==> src/rtl/opt_cipher_core.sv <==
`default_nettype none
// +--------------------------------------------------------------------------+
// | Module   : opt_cipher_core                                               |
// | Brief    : Iterative XOR/rotate block cipher, one round per clock, with  |
// |            valid/ready streaming, explicit key load and per-word         |
// |            encrypt/decrypt. Define OPT_CIPHER_CHAIN_EN for CBC-style     |
// |            chaining; without it the core runs in ECB mode.               |
// | Revision : 1.0 - initial release                                         |
// +--------------------------------------------------------------------------+

module opt_cipher_core #(
    parameter int DATA_W = 8,
    parameter int KEY_W  = 16,
    parameter int ROUNDS = 4
) (
    input  logic              clk,
    input  logic              rst,
    input  logic              key_load,
    input  logic [KEY_W-1:0]  key_in,
    input  logic              in_valid,
    output logic              in_ready,
    input  logic [DATA_W-1:0] in_data,
    input  logic              in_decrypt,
    output logic              out_valid,
    input  logic              out_ready,
    output logic [DATA_W-1:0] out_data,
    output logic              busy
);

    localparam int c_cnt_w  = $clog2(ROUNDS + 1);
    // Decrypt walks the round keys downward, so its first round key is the
    // key rotated by the last round index.
    localparam int c_dec_sh = (ROUNDS - 1) % KEY_W;
    localparam logic [c_cnt_w-1:0] c_last = c_cnt_w'(ROUNDS - 1);

    localparam logic [1:0] c_idle = 2'd0;
    localparam logic [1:0] c_run  = 2'd1;
    localparam logic [1:0] c_done = 2'd2;

    logic [1:0]         r_state;
    logic [KEY_W-1:0]   r_key;
    logic [KEY_W-1:0]   r_rk;
    logic [DATA_W-1:0]  r_s;
    logic [c_cnt_w-1:0] r_cnt;
    logic               r_dec;
    logic [DATA_W-1:0]  r_out_data;
    logic               r_out_valid;
`ifdef OPT_CIPHER_CHAIN_EN
    logic [DATA_W-1:0]  r_chain;
    logic [DATA_W-1:0]  r_din;
`endif

    logic [DATA_W-1:0]  w_rk;
    logic [DATA_W-1:0]  w_enc_x;
    logic [DATA_W-1:0]  w_enc;
    logic [DATA_W-1:0]  w_dec;
    logic [DATA_W-1:0]  w_round;
    logic [KEY_W-1:0]   w_rk_rotl;
    logic [KEY_W-1:0]   w_rk_rotr;
    logic [KEY_W-1:0]   w_key_dec_init;
    logic [DATA_W-1:0]  w_s_init;
    logic [DATA_W-1:0]  w_out_final;

    // The working round key register is rotated one bit per round instead of
    // indexing the key by round number, so no barrel shifter is needed.
    assign w_rk           = r_rk[DATA_W-1:0];
    assign w_rk_rotl      = {r_rk[KEY_W-2:0], r_rk[KEY_W-1]};
    assign w_rk_rotr      = {r_rk[0], r_rk[KEY_W-1:1]};
    assign w_key_dec_init = (r_key << c_dec_sh) | (r_key >> (KEY_W - c_dec_sh));

    assign w_enc_x = r_s ^ w_rk;
    assign w_enc   = {w_enc_x[DATA_W-2:0], w_enc_x[DATA_W-1]};
    assign w_dec   = {r_s[0], r_s[DATA_W-1:1]} ^ w_rk;
    assign w_round = r_dec ? w_dec : w_enc;

`ifdef OPT_CIPHER_CHAIN_EN
    assign w_s_init    = in_decrypt ? in_data : (in_data ^ r_chain);
    assign w_out_final = r_dec ? (w_round ^ r_chain) : w_round;
`else
    assign w_s_init    = in_data;
    assign w_out_final = w_round;
`endif

    assign in_ready  = (r_state == c_idle) & ~key_load;
    assign busy      = (r_state != c_idle);
    assign out_valid = r_out_valid;
    assign out_data  = r_out_data;

    // Control FSM, round datapath and key/chain registers.
    always_ff @(posedge clk) begin
        if (rst) begin
            r_state     <= c_idle;
            r_key       <= '0;
            r_rk        <= '0;
            r_s         <= '0;
            r_cnt       <= '0;
            r_dec       <= 1'b0;
            r_out_data  <= '0;
            r_out_valid <= 1'b0;
`ifdef OPT_CIPHER_CHAIN_EN
            r_chain     <= '0;
            r_din       <= '0;
`endif
        end else begin
            case (r_state)
                c_idle: begin
                    if (key_load) begin
                        r_key   <= key_in;
`ifdef OPT_CIPHER_CHAIN_EN
                        r_chain <= '0;
`endif
                    end else if (in_valid) begin
                        r_s     <= w_s_init;
                        r_dec   <= in_decrypt;
                        r_rk    <= in_decrypt ? w_key_dec_init : r_key;
                        r_cnt   <= '0;
`ifdef OPT_CIPHER_CHAIN_EN
                        r_din   <= in_data;
`endif
                        r_state <= c_run;
                    end
                end
                c_run: begin
                    r_s  <= w_round;
                    r_rk <= r_dec ? w_rk_rotr : w_rk_rotl;
                    if (r_cnt == c_last) begin
                        // Last round result goes straight to the output so
                        // the result is visible ROUNDS edges after accept.
                        r_out_data  <= w_out_final;
                        r_out_valid <= 1'b1;
                        r_cnt       <= '0;
                        r_state     <= c_done;
                    end else begin
                        r_cnt <= r_cnt + 1'b1;
                    end
                end
                c_done: begin
                    if (out_ready) begin
                        r_out_valid <= 1'b0;
`ifdef OPT_CIPHER_CHAIN_EN
                        r_chain     <= r_dec ? r_din : r_out_data;
`endif
                        r_state     <= c_idle;
                    end
                end
                default: r_state <= c_idle;
            endcase
        end
    end

endmodule

`default_nettype wire

==> config.mk <==
export PLATFORM = sky130hd
export DESIGN_NAME = opt_cipher_core
export DESIGN_NICKNAME = d
export VERILOG_FILES = /design/src/rtl/opt_cipher_core.sv
export SDC_FILE = /design/constraint.sdc
export NUM_CORES = 1
export LEC_CHECK = 0
export CAP_MARGIN = 20
export CORE_AREA = 2 2 77 79
export CTS_BUF_LIST = sky130_fd_sc_hd__clkbuf_4 sky130_fd_sc_hd__clkbuf_8
export CTS_CLUSTER_SIZE = 10
export DETAILED_ROUTE_END_ITERATION = 8
export DIE_AREA = 0 0 79 81
export PLACE_DENSITY = 0.87
export REMOVE_ABC_BUFFERS = 1
export SETUP_SLACK_MARGIN = 0.3
export SYNTH_ARGS = -nofsm -noshare
export SYNTH_HDL_FRONTEND = slang
export SYNTH_SLANG_ARGS = --single-unit
export TNS_END_PERCENT = 10
==> constraint.sdc <==
create_clock -name clk -period 1.21 [get_ports clk]
set_input_delay 0.121 -clock clk [delete_from_list [all_inputs] [get_ports clk]]
set_output_delay 0.121 -clock clk [all_outputs]
set_load 0.02 [all_outputs]
-- Word-level counts from Yosys, hierarchy flattened
Cells that the tools add are included.
- register bits: 55
- input bits: 30
- output and inout bits: 11
- word-level logic and storage cells: 52
- $add $sub $neg: 1
- equal/unequal tests: 7
- multiplexer cells: 21
- bitwise logic cells: 5
- reduce and logical (&&, ||, !) cells: 10
- operators with widths (cell ; number):
    $mux 16 ; 4
    $pmux 16 s2 ; 1
    $mux 8 ; 3
    $or 16x3->16 ; 1
    $pmux 8 s2 ; 1
    $xor 8x8->8 ; 2
    $mux 3 ; 3
    $reduce_and 3->1 ; 3
    $mux 2 ; 4
    $ne 2x2->1 const B ; 4
    $pmux 2 s3 ; 1
    $pmux 3 s2 ; 1
    $reduce_bool 2->1 ; 3
    $reduce_and 2->1 ; 2
    $reduce_and 4->1 ; 1
    $add 3x1->3 const B ; 1
    $eq 3x2->1 const B ; 1
    $eq 2x1->1 const B ; 1
    $eq 2x2->1 const B ; 1
    $logic_not 2->1 ; 1
    $mux 1 ; 2
    $pmux 1 s2 ; 1
    $and 1x1->1 ; 1
    $not 1->1 ; 1

-- Logic depth before layout (Yosys ltp)
- word-level depth: 5
- depth in mapped cells: 6
- gate-level depth less buffers: 5

-- Worst setup path after synthesis
OpenSTA, ideal clock, no wires.
- path type: register to register
- start point: reg r_state[1]
- end point: reg r_s[3]
- library setup time: 0.122 ns
- arrival: 1.156 ns
- data required time: 1.088 ns
- path slack: -0.067 ns
- cell stages (with the launch flop): 5
- path buffers: 1
- period minus slack after synthesis: 1.277 ns
- path through: dfxtp_1 o21bai_2 nor2b_4 buf_6 a221o_1
- cells in the longest elaborated chain, start to end: 3
- elaborated cells on any way between the ends: 7
- classes of those cells: 3 x eq/ne; 1 x mux; 3 x reduce/logical
- RTL lines (element ; RTL line ; RTL):
    start: declaration ; 40 ; logic [1:0] r_state;
    start signal: assignment ; 92 ; r_state <= c_idle;
    start signal: assignment ; 120 ; r_state <= c_run;
    start signal: assignment ; 132 ; r_state <= c_done;
    $eq 2x1->1 / $logic_not 2->1 (equally long branches) ; 105 ; case (r_state)
    $reduce_bool 2->1 (no line) / $ne 2x2->1 (equally long branches) ; n/a ;
    $reduce_and 3->1 (no line) ; n/a ;
    end signal: assignment ; 113 ; r_s <= w_s_init;
    end signal: assignment ; 124 ; r_s <= w_round;
    end: declaration ; 43 ; logic [DATA_W-1:0] r_s;
Several ways; a longest one is shown, not always the timed one.
A chain may end at the register's enable or synchronous reset.

-- Final worst setup path
- start point: reg r_state[1]
- end point: reg r_out_data[1], in the netlist out_data[1]
- cells in the longest elaborated chain, start to end: 2
- RTL lines (element ; RTL line ; RTL):
    $eq 2x1->1 ; 105 ;
    $reduce_and 2->1 (no line) ; n/a ;
    end signal: assignment ; 129 ; r_out_data <= w_out_final;
    end: declaration ; 46 ; logic [DATA_W-1:0] r_out_data;
No other way between the ends.

==> results.yml <==
cts:
  clk_path_buf_depth: 2
  cts_tree: "yes"
  cts_max_level: 2
  cts_root_buf: "clkbuf_8"
  tritoncts_sink_count: 55
  insertion_delay_ns: 0.31
  hold_buffers: 0
  cts_buffers: 5
  worst_setup_hold_path_clk_slew_ns: 0.10
yosys:
  syn_inst: 312
  most_common_library_cells_after_synthesis: "85 x nand2_1, 55 x dfxtp_1, 33 x mux2i_1"
  async_reset_ff_frac: 0
  synth_cell_type_count: 31
  post_synth_main_area_contributors: "dfxtp_1 41%, mux2i_1 12%, nand2_1 12%"
  count_of_yosys_warnings_during_synthesis: 0
  synth.yosys.seq_area_share: 0.405
  synth_flop_cell: "dfxtp_1"
  synth.cell_area_mm2: 0.00272
  synth.ff_latch_count: 55
  per_instance_average_area_after_synthesis_um2: 8.71
  post-synth-top-count-cell: "nand2_1"
  synth-edff-count: 0
  synth_top_cell_by_area: "dfxtp_1"
  netlist.area_leader.share: 0.405
flow_run:
  drv_cap: 0
timing:
  hold_ws_ns: 0.345
  timing.setup.tns_ns: -1.39
  postLayoutSetupSlackWorst_ns: -0.0769
  clock-skew-final_ns: 0.0107
  finalHoldViolations: 0
  maxSlewHeadroom: 0.796
  finalSetupViolations: 33
  worst-slew-pin-transition_ns: 0.304
  grt_setup_unrepaired: "true"
  timing.fmax_ghz: 0.777
  max_transition_viols_final: 0
  period_share: 1.06
  layout_min_cycle_time_ns: 1.29
floorplan:
  die_w_um: 79
  top_level_ports: 41
  initial_utilization: 0.479
  num_rows: 28
  die_area_mm2: 0.00640
  core_mm2: 0.00568
  die-height_um: 81
global_routing:
  grt_first_pass_wirelength_um: 10100
  global_route.usage.total: 0.198
  grt_pass1_vias: 2226
  grt_max_degree: 33
  number_of_antenna_violations_at_the_first_check_in_global_routing: 0
  overflow: 0
pwr:
  report.power.total_mw: 3.90
  power_frac_clock: 0.257
  power-per-cell-area_mw_per_mm2: 1030
  power.share.sequential: 0.516
  total_switching_power_mw: 1.11
  netSwitchingFraction: 0.285
  p_int_mw: 2.79
  peakVddDrop_uv: 624
  power.static_leakage_nw: 1.49
  combinationalPowerShare: 0.228
place:
  port_buffers: 40
  gp_congestion: 0.841
  dp.cells: 428
  detailedPlace.worstSlack_ns: -0.456
  hpwl_um: 4260
  post_dp_cell_area_mm2: 0.00333
cells_and_area:
  final_design_area_no_fill_mm2: 0.00380
  fin_cells: 452
  final_net_count: 407
  utilization: 0.669
  post_route_cells_drive_above_1_share: 0.273
  n_fill_cell: 442
  area.growth.synth_to_final_pct: 39.7
  n_antenna_cell: 0
setup_path:
  critical_path.startpoint_type: "register"
  worst_path_dominant_cell_family: "simple AND/OR/NAND/NOR gates"
  worstPathRequired_ns: 1.44
  end_kind: "register"
  worst_ep_arrival_time_ns: 1.52
  timing.setup.critical_path_class: "reg2reg"
  worstPathCellList: "buf_6 -> nand3b_1 -> nor2_1 -> buf_4 -> nand3b_1 -> a21oi_1"
  crit_fanout: 8
  critical_path_buf_inv_count: 2
  cp_slowest_stage_delay_ns: 0.36
  path_common_cell: "nand3b_1"
  critPathSlowestCell: "dfxtp_2"
route:
  average_routed_wire_per_standard_cell_um: 15.4
  vias_per_cell: 5.43
  routed_wirelength_um: 6950
  first_pass_iters: 5
  drtIter0Drc: 160
  drc_errors: 0
  num_vias: 2453
  ant_nets: 0
worst_hold_path:
  min_path_type: "in2reg"
status:
  outcome: "finished, violations left"
  failed_checks: "setup timing"
## per-layer routing
metal / vias to the layer above / track usage / wire (um)
li1: 1216 / - / -
met1: 1142 / 0.243 / 2900
met2: 88 / 0.338 / 3500
met3: 7 / 0.0411 / 441
met4: 0 / 0.0828 / 94
met5: - / 0 / 0
## final timing paths
| path | startpoint | end | slack [ns] | depth (start not counted) |
|---|---|---|---|---|
| hold / removal | key_in[5] | r_key[5] | 0.34 | 3 |
| setup reg to reg | r_state[1] | out_data[1] | -0.08 | 6 |
| hold reg to reg | out_data[3] | out_data[3] | 0.45 | 2 |
| setup / recovery | r_state[1] | out_data[1] | -0.08 | 6 |
## timing repair
action,4_1_cts,5_1_grt
pin swaps,4,27
buffers inserted,5,9
cloned,0,2
resized for setup,42,80
setup endpoints to repair,66,66
## kinds of logic after synthesis
logic type	Yosys count	synth area share
fa+ha+maj	1	0.00460
xor+xnor	16	0.0516
buf+inv	22	0.0451
flops	55	0.405
simple gates	130	0.221
compound gates	55	0.151
mux	33	0.122
## flip-flops by register name (all words and copies together), names as in the netlist
name	cells
r_dec	1
r_rk	16
r_cnt	3
r_state	2
out_valid	1
r_s	8
out_data	8
r_key	16
## power groups by stage
stage / combinational, mW / sequential (mW) / clock (mW)
4_1_cts: 0.756 / 2.00 / 1.03
5_1_grt: 0.958 / 2.03 / 1.10
2_1_floorplan: 0.390 / 2.03 / 0
3_5_place_dp: 0.714 / 2.05 / 0
3_3_place_gp: 0.696 / 2.04 / 0
6_report: 0.888 / 2.01 / 1.00
## worst reg2reg max path, stage by stage, from the launching register on
cell,delay (ns)
dfxtp_2,0.36
buf_6,0.13
nand3b_1,0.16
nor2_1,0.13
buf_4,0.17
nand3b_1,0.10
a21oi_1,0.16
## final cells by class
type / count / area [um^2] / share of cell area
inverters: 2 / 7.51 / 0.00198
clock inverters: 3 / 20.0 / 0.00527
clock buffers: 5 / 68.8 / 0.0181
well taps: 75 / 93.8 / 0.0247
flip-flops and latches: 55 / 1120 / 0.294
repair buffers: 77 / 828 / 0.218
multi-input cells: 235 / 1660 / 0.438
## layout by cell type, fill, tap and decap left out, types with 5 or more instances in the layout
cell	n
a21oi_1	23
a21oi_2	6
a221o_1	7
a32o_1	16
buf_12	8
buf_4	26
buf_6	10
clkbuf_8	5
clkdlybuf4s50_1	29
dfxtp_1	48
mux2i_1	30
nand2_1	80
nand2_2	5
nand3b_1	9
nor2_1	9
nor2_2	6
xnor2_1	9
xor2_1	7
No activity file was read; power rests on OpenSTA's default activity.
